File: config.mk
export PLATFORM = sky130hd
export DESIGN_NAME = mul_share_ctrl
export DESIGN_NICKNAME = d
export VERILOG_FILES = /design/src/rtl/mul_share_ctrl.sv
export SDC_FILE = /design/constraint.sdc
export NUM_CORES = 1
export LEC_CHECK = 0
export BUFFER_PORTS_ARGS = -buffer_cell sky130_fd_sc_hd__buf_2
export CORE_MARGIN = 2
export CORE_UTILIZATION = 39
export CTS_BUF_LIST = sky130_fd_sc_hd__clkbuf_16
export DETAILED_ROUTE_END_ITERATION = 12
export PLACE_DENSITY = 0.74
export SLEW_MARGIN = 20
export SYNTH_ARGS = -nofsm -noshare
export SYNTH_HDL_FRONTEND = slang
export SYNTH_SLANG_ARGS = --single-unit
File: constraint.sdc
create_clock -name clk -period 2.61 [get_ports clk]
set_clock_uncertainty 0.05 [all_clocks]
set_input_delay 0.522 -clock clk [delete_from_list [all_inputs] [get_ports clk]]
set_output_delay 0.522 -clock clk [all_outputs]
set_load 0.02 [all_outputs]
File: src/rtl/mul_share_ctrl.sv
// rtl/mul_share_ctrl.sv - round-robin sharing of one pipelined 8x8 multiplier core
module mul_share_ctrl #(
  parameter int NREQ    = 4,
  parameter int IDW     = 2,
  parameter int LATENCY = 2
) (
  input  logic              clk,
  input  logic              rst,
  input  logic [NREQ-1:0]   req_valid,
  input  logic [NREQ*8-1:0] req_a,
  input  logic [NREQ*8-1:0] req_b,
  output logic [NREQ-1:0]   req_ready,
  output logic [7:0]        mul_multiplicand,
  output logic [7:0]        mul_multiplier,
  input  logic [15:0]       mul_product,
  output logic              res_valid,
  output logic [IDW-1:0]    res_id,
  output logic [15:0]       res_product,
  input  logic              flush,
  output logic              busy,
  output logic              flush_done
);

  typedef enum logic [1:0] {
    IDLE  = 2'd0,
    RUN   = 2'd1,
    DRAIN = 2'd2
  } state_t;

  state_t              state;
  state_t              state_next;
  logic                done_next;
  logic [IDW-1:0]      ptr;
  logic [IDW-1:0]      cand;
  logic [IDW-1:0]      grant_idx;
  logic                grant_any;
  logic [NREQ-1:0]     grant_onehot;
  logic [7:0]          sel_a;
  logic [7:0]          sel_b;
  logic                transfer;
  logic [LATENCY:0]    tag_v;
  logic [IDW-1:0]      tag_id [LATENCY+1];
  logic                pipe_empty;

  // Round-robin search: first valid requester after the last granted one.
  always_comb begin
    grant_any = 1'b0;
    grant_idx = '0;
    cand      = '0;
    for (int k = 1; k <= NREQ; k++) begin
      cand = IDW'((int'(ptr) + k) % NREQ);
      if (!grant_any && req_valid[cand]) begin
        grant_any = 1'b1;
        grant_idx = cand;
      end
    end
  end

  // Decode the winner into a one-hot grant and pick its operand slices.
  always_comb begin
    grant_onehot = '0;
    sel_a        = '0;
    sel_b        = '0;
    for (int i = 0; i < NREQ; i++) begin
      if (grant_idx == IDW'(i)) begin
        grant_onehot[i] = grant_any;
        sel_a           = req_a[8*i +: 8];
        sel_b           = req_b[8*i +: 8];
      end
    end
  end

  // flush blocks acceptance in the same cycle, so a flush never races a transfer.
  assign req_ready  = (state != DRAIN && !flush && !rst) ? grant_onehot : '0;
  assign transfer   = |(req_valid & req_ready);
  assign pipe_empty = ~|tag_v;
  assign busy       = (state != IDLE) || !pipe_empty;

  // Operand registers, RR pointer, tag pipe tracking the core, and result capture.
  always_ff @(posedge clk or posedge rst) begin
    if (rst) begin
      ptr              <= IDW'(NREQ - 1);
      mul_multiplicand <= '0;
      mul_multiplier   <= '0;
      tag_v            <= '0;
      for (int i = 0; i <= LATENCY; i++) tag_id[i] <= '0;
      res_valid        <= 1'b0;
      res_id           <= '0;
      res_product      <= '0;
    end else begin
      if (transfer) begin
        ptr              <= grant_idx;
        mul_multiplicand <= sel_a;
        mul_multiplier   <= sel_b;
      end
      tag_v     <= {tag_v[LATENCY-1:0], transfer};
      tag_id[0] <= transfer ? grant_idx : '0;
      for (int i = 1; i <= LATENCY; i++) tag_id[i] <= tag_id[i-1];
      res_valid <= tag_v[LATENCY];
      if (tag_v[LATENCY]) begin
        res_id      <= tag_id[LATENCY];
        res_product <= mul_product;
      end
    end
  end

  // State register plus the registered flush_done pulse.
  always_ff @(posedge clk or posedge rst) begin
    if (rst) begin
      state      <= IDLE;
      flush_done <= 1'b0;
    end else begin
      state      <= state_next;
      flush_done <= done_next;
    end
  end

  // Next-state: DRAIN waits until the last tag has left the pipe (its result is on the outputs).
  always_comb begin
    state_next = state;
    done_next  = 1'b0;
    case (state)
      IDLE: begin
        if (transfer) begin
          state_next = RUN;
        end else if (flush) begin
          done_next = 1'b1;
        end
      end
      RUN: begin
        if (flush) begin
          state_next = DRAIN;
        end else if (req_valid == '0 && pipe_empty) begin
          state_next = IDLE;
        end
      end
      DRAIN: begin
        if (pipe_empty) begin
          state_next = IDLE;
          done_next  = 1'b1;
        end
      end
      default: state_next = IDLE;
    endcase
  end

endmodule
==> impl_results.md, run 1 <==
- Slew @ Worst Pin: between 600 and 700 ps
- Sum of negative setup slack: 0 ps
- Status: complete, no violations
- Sw Share: 37.0%
- RSZ-0062 raised after global routing: false
- Starting Density: 39.8%
- DRC: 0
- Power Total: around 3 mW
- Mean routed wirelength per cell: ~15 µm
- Final Critical Period: approximately 2500 ps
- Final hold violations: 0
- Via/cell ratio: roughly 5.2
- Tcrit/Tclk final: a little over nine tenths
- Largest net degree at the start of global routing: 31
- Post-route cell area: approximately 3400 µm²
- Psw: approximately 1.1 mW
- Critical path data arrival time: approximately 2000 ps
- Fmax: 395 MHz
- CTS buffer count: 5
- Port Buffers: 127
- Cells after Synth: 224
- Worst setup SP type: flop
- Clock Pin Slew Worst Setup and Hold Paths: roughly 70 ps
- Total length of routed wires: 6.46 mm
- DIE HEIGHT: about 84 µm
- Clock Latency Late Sink: ~280 ps
- Synth top area cells: dfrtp_1 (47%), mux2_2 (8.1%), mux2i_1 (6.8%), and4_1 (5.6%), o31a_1 (5.6%)
- Bufs and invs on worst path: 1
- Final setup viols: 0
- Global-route usage over all layers: around a fifth
- Die area: between 7000 and 8000 µm²
- Crit-path cells: and2b_1 > or3b_1 > a21oi_4 > and2_1 > buf_2
- Distinct cells, synth: 36
- Post-layout util: a little over half
- VDD IR-drop max: 0.611 mV
- R2R Path End: mul_multiplicand[3]
- Placement Cell Area: around 3200 µm²
- Number of synthesized register bits: 49
- Synth area leader: dfrtp_1
- Pwr dens: 855 nW/µm²
- Reg power frac: between 30% and 40%
- Via count: roughly 2300
- Worst-case clock buffer depth: 2
- Global-route wire length before repair: 10.7 mm
- Area Overhead vs Synth: 36.5%
- Number of global-route vias before repair: about 2400
- Max-slew headroom: between 50% and 60%
- Syn Std Cell Area: 2500 µm²
- Placer congestion estimate: slightly below 0.9
- Overflow left after global routing: 0
- Avg Cell Area, Syn: between 10 and 15 µm²
- Post-DP HPWL: roughly 4.9 mm
- Ant diodes: 0
- 1st-iter DRT viols: 64
- Critical Path RT: slightly above 2000 ps
- Core area: between 6000 and 7000 µm²
- CP peak stage delay: between 500 and 600 ps
- YS warnings: 0
- Site Rows: 29
- Total I/O pin count: ~130
- Register area share after synthesis: roughly half
- Crit path kind: flop to primary output
- Post-synthesis net count: between 300 and 400
- H-tree lvl count: 2
- Root buf cell: clkbuf_16
- Max-Cap Viols: 0
- Clock share of power: approximately 22%
- Crit path launch: ptr[0]
- Fin. max-slew vios: 0
- Critical Path Fanout Max: 4
- Routed Antenna Nets: 0
- Yosys top cell area share: about 47%
- Leakage Power: around 1.7 nW
- Fraction of layout cells with a size suffix above 1: between 50 and 60%
- Flop-to-flop setup slack: a little under 700 ps
- Initial antenna violation count: 0
- Final #Nets: approximately 440
- Endpoint class of the critical path: primary output
- DRT Pass-1 Iters: 5
- Logic gate share of total power: between 40% and 50%
- R2r worst-path depth: 6
- P_int: 1.84 mW
- Slowest-stage cell, CP: dfstp_2
- Clk sinks: 49
- Die W: between 80 and 90 µm
- Top Family by Delay on Critical Path: simple AND/OR/NAND/NOR gates
- Worst hold path type: input port to asynchronous set/reset pin
- Critical R2R Launch: ptr[0]
- CTS tree: built
==> layout by cell type, fill, tap and decap left out, types with 2 or more instances in the layout <==
cell        instances
or3_1               2
buf_4              15
o211ai_1           16
and2_1              2
dfrtp_1            47
nor3_1              2
o21ai_1            10
o21a_1              2
nor2b_1             2
clkbuf_16           5
a21oi_1             2
clkinvlp_4          2
a21o_1              2
inv_1               2
dfstp_2             2
a21oi_4             2
buf_2             127
nand2b_1            2
inv_2               2
mux2_2             18
and4_1             16
nand2_1            20
o21ai_0             8
nor2_1              5
o31a_1             16
mux2i_1            17
==> flip-flops by register name (all words and copies together) (netlist names) <==
name,cells
flush_done,1
mul_multiplicand,8
mul_multiplier,8
ptr,2
res_id,2
res_product,16
res_valid,1
state,2
tag_id,6
tag_v,3
==> metal layers <==
layer | up-vias | track usage (%) | routed length (µm) | share of wire, %
met5 | - | 0 | 0 | 0
li1 | 1105 | - | - | -
met2 | 91 | 34.7 | 3360 | 52
met1 | 1068 | 21.2 | 2520 | 39
met3 | 6 | 5.04 | 489 | 7.6
met4 | 0 | 5.72 | 91 | 1.4
==> cell usage after synthesis (all sizes together) <==
| master | count |
|---|---|
| mux2 | 18 |
| a21oi | 4 |
| nor3 | 3 |
| or3 | 2 |
| nor2b | 2 |
| nand2 | 20 |
| o21ai | 19 |
| o21a | 2 |
| mux2i | 17 |
| inv | 4 |
| dfstp | 2 |
| dfrtp | 47 |
| buf | 11 |
| or3b | 1 |
| nor2 | 6 |
| and2 | 2 |
| and4 | 16 |
| or4 | 1 |
| o211ai | 16 |
| o31a | 16 |
| a21o | 2 |
| clkbuf | 6 |
| nand3 | 2 |
| o22a | 1 |
| nand2b | 2 |
| and2b | 1 |
| nor4 | 1 |
==> per-stage QoR <==
step | hold WS (ps) | setup slack [ps] | instances
floorplan | 281 | 340 | 224
global placement | 282 | 140 | 424
detailed placement | 292 | 123 | 424
CTS | 309 | 39.1 | 432
global route | 310 | 1.51 | 434
finish | 295 | 75.2 | 434
==> power groups by stage <==
stage               clock, mW  sequential [mW]  combinational (mW)
detailed placement          0             1.10                1.18
floorplan                   0             1.32               0.563
global placement            0             1.09                1.15
global route            0.697             1.12                1.29
CTS                     0.670             1.09                1.18
finish                  0.647             1.09                1.18
==> timing repair <==
item                                    CTS  global route
resized for setup                         0             3
endpoints found under the setup margin    0             2
hold buffers                              0             0
setup buffers                             0             2
==> worst max-delay path by stage <==
stage / end / slack, ps / depth (start not counted)
finish: req_ready[0] / 80 / 5
global route: req_ready[0] / 2 / 5
CTS: req_ready[3] / 40 / 5
detailed placement: req_ready[3] / 120 / 6
global placement: req_ready[3] / 140 / 6
floorplan: req_ready[0] / 340 / 5
==> logic make-up (layout without fill, tap and decap cells) <==
logic type | count (synthesis) | count (layout) | synth area share, %
multiplexers | 35 | 35 | 14.9
buffers and inverters | 21 | 154 | 4.55
AND/OR/NAND/NOR | 59 | 59 | 14.1
AO/OA/AOI/OAI | 60 | 60 | 17.3
flip-flops | 49 | 49 | 49.1
==> layout make-up <==
cell class                 instances  area, µm²
tap                               77       96.3
inverter                           4       15.0
clock inverter                     3       26.3
clock buffer                       5        125
sequential                        49       1230
timing repair buffer             142        748
multi-input combinational        154       1170
fill                             594       2870
(Power assumes the default switching activity.)
==> run 2, diff against run 1 <==
- PLACE_DENSITY: 0.74 -> 0.77
- clock period: 2.61 -> 2.03 ns (I/O delays scaled with it)
==> run 2 against run 1 <==
The run now ends with setup timing left. Highest routed layer unchanged. Utilization up 3.0 points. Largest power group unchanged. Combinational power up 41%. Worst setup slack worse by 400 ps. First-iteration DRC count up 9.4%. Clock-buffer cell count unchanged. Routed wire length up 5.6%. Global-route usage up 0.83 points. Total power up 33%. Die area unchanged. Largest cell class unchanged. Register-to-register slack worse by 690 ps. Flip-flop and latch count unchanged. Sequential power up 27%. Critical endpoint is now req_ready[1].
==> impl_results.md, run 2 (synthesis results as in run 1) <==
- Status: complete, but fails checks
- Failing checks: setup timing
- Die area: 7070 µm² (unchanged)
- Site Rows: 29 (unchanged)
- Tcrit/Tclk final: 116%
- Placed cells: 439 (+3.5%)
- Global-route wire length before repair: 11.1 mm (+4.1%)
- Post-route cell area: 3600 µm² (+5.5%)
- Worst hold path type: input port to asynchronous set/reset pin
- Crit path kind: flop to primary output
- DIE HEIGHT: 84.1 µm (unchanged)
- Largest registers: res_product (16), mul_multiplicand (8), mul_multiplier (8)
- 1st-iter DRT viols: 70 (+9.4%)
- Post-place setup slack: -132 ps (-254 ps)
- Sum of negative setup slack: -1070 ps (-1070 ps)
- Slew @ Worst Pin: 349 ps (-308 ps)
- Root buf cell: clkbuf_16
- Largest net degree at the start of global routing: 50 (+61%)
- Final #Nets: 461 (+4.1%)
- Number of global-route vias before repair: 2305 (-2.0%)
- Finished Layout Cells: 452 (+4.1%)
- Worst setup SP type: flop
- Critical path data arrival time: 1900 ps (-60 ps)
- Total length of routed wires: 6.82 mm (+5.6%)
- Final Critical Period: about 2400 ps
- Max-Cap Viols: 0 (unchanged)
- R2r worst-path depth: 8 (+2)
- CP peak stage delay: 530 ps (about the same)
- Mean routed wirelength per cell: 15.1 µm (+1.4%)
- Initial antenna violation count: 0 (unchanged)
- Placement Cell Area: 3370 µm² (+4.3%)
- Worst-case clock buffer depth: 2 (unchanged)
- Pwr dens: 1080 nW/µm² (+26%)
- Ant diodes: 0 (unchanged)
- Die W: 84.1 µm (unchanged)
- Max reg flops: 16 (unchanged)
- Setup ws final: -328 ps (-403 ps)
- Fin. max-slew vios: 0 (unchanged)
- Commonest cells after routing, fill and taps aside: buf_2 (123), dfrtp_1 (47), buf_4 (35), nand2_1 (20), mux2_2 (18)
- Core area: 6280 µm² (unchanged)
- Global-route usage over all layers: 19.7% (+0.83 points)
- Placer congestion estimate: 0.815 (-7.1%)
- Post-DP HPWL: 5.03 mm (+2.7%)
- DRT Pass-1 Iters: 5 (unchanged)
- Clock Latency Late Sink: 280 ps (about the same)
- Fmax: approximately 420 MHz
- Endpoint class of the critical path: primary output
- Hold_ws: 235 ps (-59.4 ps)
- Most common cell after layout, fill and taps aside: buf_2
- Overflow left after global routing: 0 (unchanged)
- Crit-path cells: and2b_1 > or3b_4 > a21oi_4 > and2_4 > buf_4
- Via/cell ratio: 5.17 (-1.1%)
- Port Buffers: 127 (unchanged)
- Clk sinks: 49 (unchanged)
- RSZ-0062 raised after global routing: true
- Clock Pin Slew Worst Setup and Hold Paths: 70 ps (about the same)
- Final setup viols: 5 (+5)
- H-tree lvl count: 2 (unchanged)
- Critical Path Fanout Max: 4 (unchanged)
- Fraction of layout cells with a size suffix above 1: 54.4% (+4.3 points)
- DRC: 0 (unchanged)
- Critical Path RT: 1570 ps (-470 ps)
- Slowest-stage cell, CP: dfstp_2
- CTS tree: built
- VDD IR-drop max: 0.562 mV (-8.0%)
- Via count: 2338 (+3.0%)
- Post-layout util: 57.4% (+3.0 points)
- Leakage Power: 1.82 nW (+6.3%)
- Routed Antenna Nets: 0 (unchanged)
- Most flops, register: res_product
- Total I/O pin count: 128 (unchanged)
- Starting Density: 39.8% (unchanged)
- CTS buffer count: 5 (unchanged)
- Power Total: 3.88 mW (+33%)
- Final hold violations: 0 (unchanged)
- Area Overhead vs Synth: 44.0%
- Max-slew headroom: 76.5% (+20 points)
- CTS Hold Bufs: 0 (unchanged)
run 2: final timing paths:
kind                            slack [ps]       from                   to
worst max-delay path                  -330     ptr[0]         req_ready[1]
min in group clk                       300  tag_id[4]            tag_id[2]
worst max register to register           0     ptr[0]  mul_multiplicand[0]
worst min-delay path                   240        rst           flush_done
max in group asynchronous             1420        rst               ptr[0]
worst min register to register         300  tag_id[4]            tag_id[2]
run 2: cell type report:
class / instances / area [µm²]
clock buffers: 5 / 125
clock inverters: 3 / 26.3
fillers: 552 / 2680
inverters: 4 / 15.0
multi-input cells: 154 / 1200
flip-flops and latches: 49 / 1230
well taps: 77 / 96.3
repair buffers: 160 / 910
run 2: repair_timing:
action / 4_1_cts / 5_1_grt
endpoints found under the hold margin: 0 / 0
pin swaps: 1 / 2
endpoints found under the setup margin: 5 / 5
gates resized for setup: 5 / 5
setup buffers: 2 / 3
run 2: report_power, final:
group / switching, mW / internal (mW)
clock: 0.365 / 0.465
combinational: 0.927 / 0.736
sequential: 0.130 / 1.25
total: 1.42 / 2.46
run 2: worst max-delay path: cells and delay by family, from the launching register on:
kind / cells / cell delay, ps
buf+inv: 1 / 130
flops: 1 / 530
compound gates: 1 / 170
simple gates: 3 / 790
run 2: per-layer routing:
layer,routed length (µm),part of all wire [%],global-route usage [%]
met1,2780,41,24.8
met5,0,0,0
met4,108,1.6,6.01
met3,541,7.9,4.55
met2,3380,50,33.7
==> run 3, diff against run 2 <==
- ABC_AREA: not set -> 1
- PLACE_DENSITY: 0.77 -> 0.76
==> run 3 against run 2 <==
The flow still finishes with violations (setup timing). Flip-flop and latch count is the same. Final area up 16%. Worst setup slack worse by 27 ps. Area after synthesis up 6.8%. Utilization grew 5.0 points. Non-clock buffer count increased by 13.
==> impl_results.md, run 3 <==
- Status: complete, but fails checks
- Failing checks: setup timing
- Worst-case clock buffer depth: 2 (unchanged)
- Synth Area in Compound Gates: 2.25% (-15 points)
- YS warnings: 0 (unchanged)
- Total length of routed wires: 7.95 mm (+17%)
- Fillers: 580 (+5.1%)
- Logic gate share of total power: 70.7% (+28 points)
- Setup ws final: -355 ps (-27.3 ps)
- Synth top area cells: dfrtp_1 (44%), nand2_1 (22%), nand3_1 (9.9%), nand4_1 (3.0%), inv_1 (2.4%)
- Sw Share: 46.6% (+9.9 points)
- Synth Flop Type: dfrtp_1
- Clock share of power: 10.1% (-11 points)
- Clk sinks: 49 (unchanged)
- Power Total: 8.09 mW (+110%)
- Leakage Power: 2.31 nW (+27%)
- Worst setup SP type: flop
- Global-route usage over all layers: 20.9% (+1.2 points)
- Largest family of logic cells by synthesized area: simple AND/OR/NAND/NOR gates
- Cells after Synth: 355 (+58%)
- Crit-path cells: inv_4 > nand2_1 > nand3_2 > nand2_2 > buf_4 > nand3_2 > nor2_4 > nor2_8 > nor3_4 > buf_6
- VDD IR-drop max: 1.50 mV (+170%)
- Number of synthesized register bits: 49 (unchanged)
- Psw: 3.77 mW (+170%)
- Fin. max-slew vios: 0 (unchanged)
- 1st-iter DRT viols: 148 (+110%)
- Initial antenna violation count: 1 (+1)
- Critical Path Fanout Max: 8 (+4)
- Commonest cells post-synth: nand2_1 (160), nand3_1 (53), dfrtp_1 (47), inv_1 (17), nand4_1 (13)
- Final hold violations: 0 (unchanged)
- Crit path kind: flop to primary output
- Routed Antenna Nets: 0 (unchanged)
- Post-place setup slack: -99.0 ps (+32.6 ps)
- CTS tree: built
- Post-synthesis net count: 442 (+42%)
- Most flops, register: res_product
- Site Rows: 30 (+3.4%)
- Most common cell after layout, fill and taps aside: nand2_1
- Die area: 7520 µm² (+6.5%)
- Largest net degree at the start of global routing: 23 (-54%)
- Slowest-stage cell, CP: dfstp_2
- Reg power frac: 19.2% (-17 points)
- Area Overhead vs Synth: 56.9%
- Overflow left after global routing: 0 (unchanged)
- Final #Nets: 604 (+31%)
- H-tree lvl count: 2 (unchanged)
- CTS buffer count: 5 (unchanged)
- Largest registers: res_product (16), mul_multiplicand (8), mul_multiplier (8)
- Post-route cell area: 4190 µm² (+16%)
- Clock Latency Late Sink: 280 ps (about the same)
- Global-route wire length before repair: 12.5 mm (+13%)
- P_int: 4.32 mW (+76%)
- Worst hold path type: input port to asynchronous set/reset pin
- Root buf cell: clkbuf_16
- Core area: 6720 µm² (+7.0%)
- Slew @ Worst Pin: 471 ps (+123 ps)
- Placer congestion estimate: 0.950 (+16%)
- Starting Density: 39.7% (-0.085 points)
- Fraction of layout cells with a size suffix above 1: 47.5% (-6.9 points)
- Distinct cells, synth: 29 (-19%)
- Mean routed wirelength per cell: 13.3 µm (-12%)
- Pwr dens: 1930 nW/µm² (+79%)
- DIE HEIGHT: 86.7 µm (+3.2%)
- Number of synthesized flops with an enable pin: 0 (unchanged)
- Via count: 2933 (+25%)
- Ant diodes: 0 (unchanged)
- Number of global-route vias before repair: 2801 (+22%)
- Endpoint class of the critical path: primary output
- Bufs and invs on worst path: 3 (+2)
- Final Critical Period: 2380 ps (+27.3 ps)
- Synth area leader: dfrtp_1
- CP most frequent cell: nand3_2
- Most used standard cell by instance count after synthesis: nand2_1
- Mux contribution to synthesized area: 0% (-15 points)
- Ys async rst share: 100% (unchanged)
- Max-slew headroom: 68.4% (-8.2 points)
- Xor/xnor share of the synthesized area: 0% (unchanged)
- Critical Path RT: 1570 ps (about the same)
- Via/cell ratio: 4.90 (-5.2%)
- Fmax: 419 MHz (-1.1%)
- Critical path data arrival time: 1930 ps (+30 ps)
- Commonest cells after routing, fill and taps aside: nand2_1 (137), buf_2 (123), dfrtp_1 (47), nand3_1 (40)
- Tcrit/Tclk final: 117% (+1.3 points)
- RSZ-0062 raised after global routing: true
- CP peak stage delay: 580 ps (+50 ps)
- Top Family by Delay on Critical Path: simple AND/OR/NAND/NOR gates
- Port Buffers: 127 (unchanged)
- Simple-gate share of the synthesized area: 43.7% (+30 points)
- DRT Pass-1 Iters: 4 (-1)
- Syn Std Cell Area: 2670 µm² (+6.8%)
- Die W: 86.7 µm (+3.2%)
- Clock Pin Slew Worst Setup and Hold Paths: 70 ps (about the same)
- Post-synthesis adder-cell area fraction: 0% (unchanged)
- Final setup viols: 20 (+15)
- DRC: 0 (unchanged)
- Yosys top cell area share: 44.0% (-3.0 points)
- Placement Cell Area: 3630 µm² (+7.8%)
- Avg Cell Area, Syn: 7.52 µm² (-33%)
- Max reg flops: 16 (unchanged)
- Total I/O pin count: 128 (unchanged)
- Max-Cap Viols: 0 (unchanged)
- Post-DP HPWL: 5.66 mm (+13%)
- Register area share after synthesis: 46.0% (-3.1 points)
[run 3: cell types whose count changed after synthesis, sizes merged, moves of 4 or more]
cell | before | now
o21ai | 19 | 5
nand2 | 20 | 168
and4 | 16 | 0
mux2i | 17 | 0
inv | 4 | 21
mux2 | 18 | 0
o31a | 16 | 0
a21oi | 4 | 0
nand4 | 0 | 14
nand3 | 2 | 55
o211ai | 16 | 0
[run 3: worst reg2reg max path, cell delays in order, from the launching register on]
cell and delay (ps):
dfstp_2 580, inv_4 80, buf_6 120, nand2_2 50, nand2_2 60, nand2_2 70, nand2_4 60, buf_6 120
nand4_4 90, nand2_4 90, buf_6 120, buf_6 110, buf_12 140, nor2_4 220, nand2_1 90, nand4_1 90
nand2_1 50, nand2_1 50
[run 3: per-layer routing]
| metal | routed length, µm | track usage [%] | vias to the layer above | share of wire, % |
|---|---|---|---|---|
| met2 | 3900 | 36.2 | 118 | 49 |
| met5 | 0 | 0 | - | 0 |
| met4 | 159 | 6.39 | 0 | 2.0 |
| met1 | 3340 | 25.5 | 1324 | 42 |
| li1 | - | - | 1473 | - |
| met3 | 547 | 5.24 | 18 | 6.9 |
[run 3: power by group through the flow]
stage / registers (mW) / logic [mW] / clock network, mW
after floorplan: 1.89 / 2.80 / 0
after global placement: 1.54 / 4.35 / 0
after detailed placement: 1.55 / 4.42 / 0
after CTS: 1.55 / 5.47 / 0.835
after global routing: 1.59 / 6.19 / 0.878
final: 1.55 / 5.72 / 0.817
[run 3: final timing paths]
kind	from	end	slack, ps	depth (start not counted)
setup / recovery	ptr[0]	req_ready[3]	-350	10
max in group asynchronous	rst	res_product[2]	1370	3
min in group clk	mul_product[0]	res_product[0]	270	3
hold / removal	rst	mul_multiplicand[7]	60	2
hold reg to reg	tag_id[2]	tag_id[0]	300	0
setup reg to reg	ptr[0]	mul_multiplier[6]	-260	17
[run 3: metrics by stage]
stage / setup TNS, ps / util [%] / hold slack (ps) / std cells
final: -4730 / 62.4 / 56.6 / 598
after global routing: -7460 / 62.4 / 88.4 / 598
after CTS: -4170 / 61.3 / 74.6 / 596
after detailed placement: -1230 / 54.1 / 287 / 577
after global placement: -514 / 54.1 / 282 / 577
after floorplan: -83.9 / - / 281 / 355
[run 3: what timing repair did]
item | in CTS | in global routing
buffers inserted | 11 | 2
cloned | 1 | 0
setup endpoints to repair | 20 | 21
resized for setup | 60 | 17
hold buffers | 0 | 0
pin swaps | 25 | 13
[run 3: layout make-up]
class / count / area [µm²] / share of cell area, %
Tap cell: 80 / 100 / 2.39
Multi-Input combinational cell: 265 / 1460 / 34.7
Clock buffer: 5 / 125 / 2.99
Clock inverter: 3 / 21.3 / 0.508
Timing Repair Buffer: 173 / 1170 / 27.9
Sequential cell: 49 / 1230 / 29.3
Inverter: 23 / 91.3 / 2.18
[run 3: cell families (layout without fill, tap and decap cells)]
logic type	Yosys count	after routing
compound gates	10	10
buf+inv	41	204
simple gates	255	255
flops	49	49
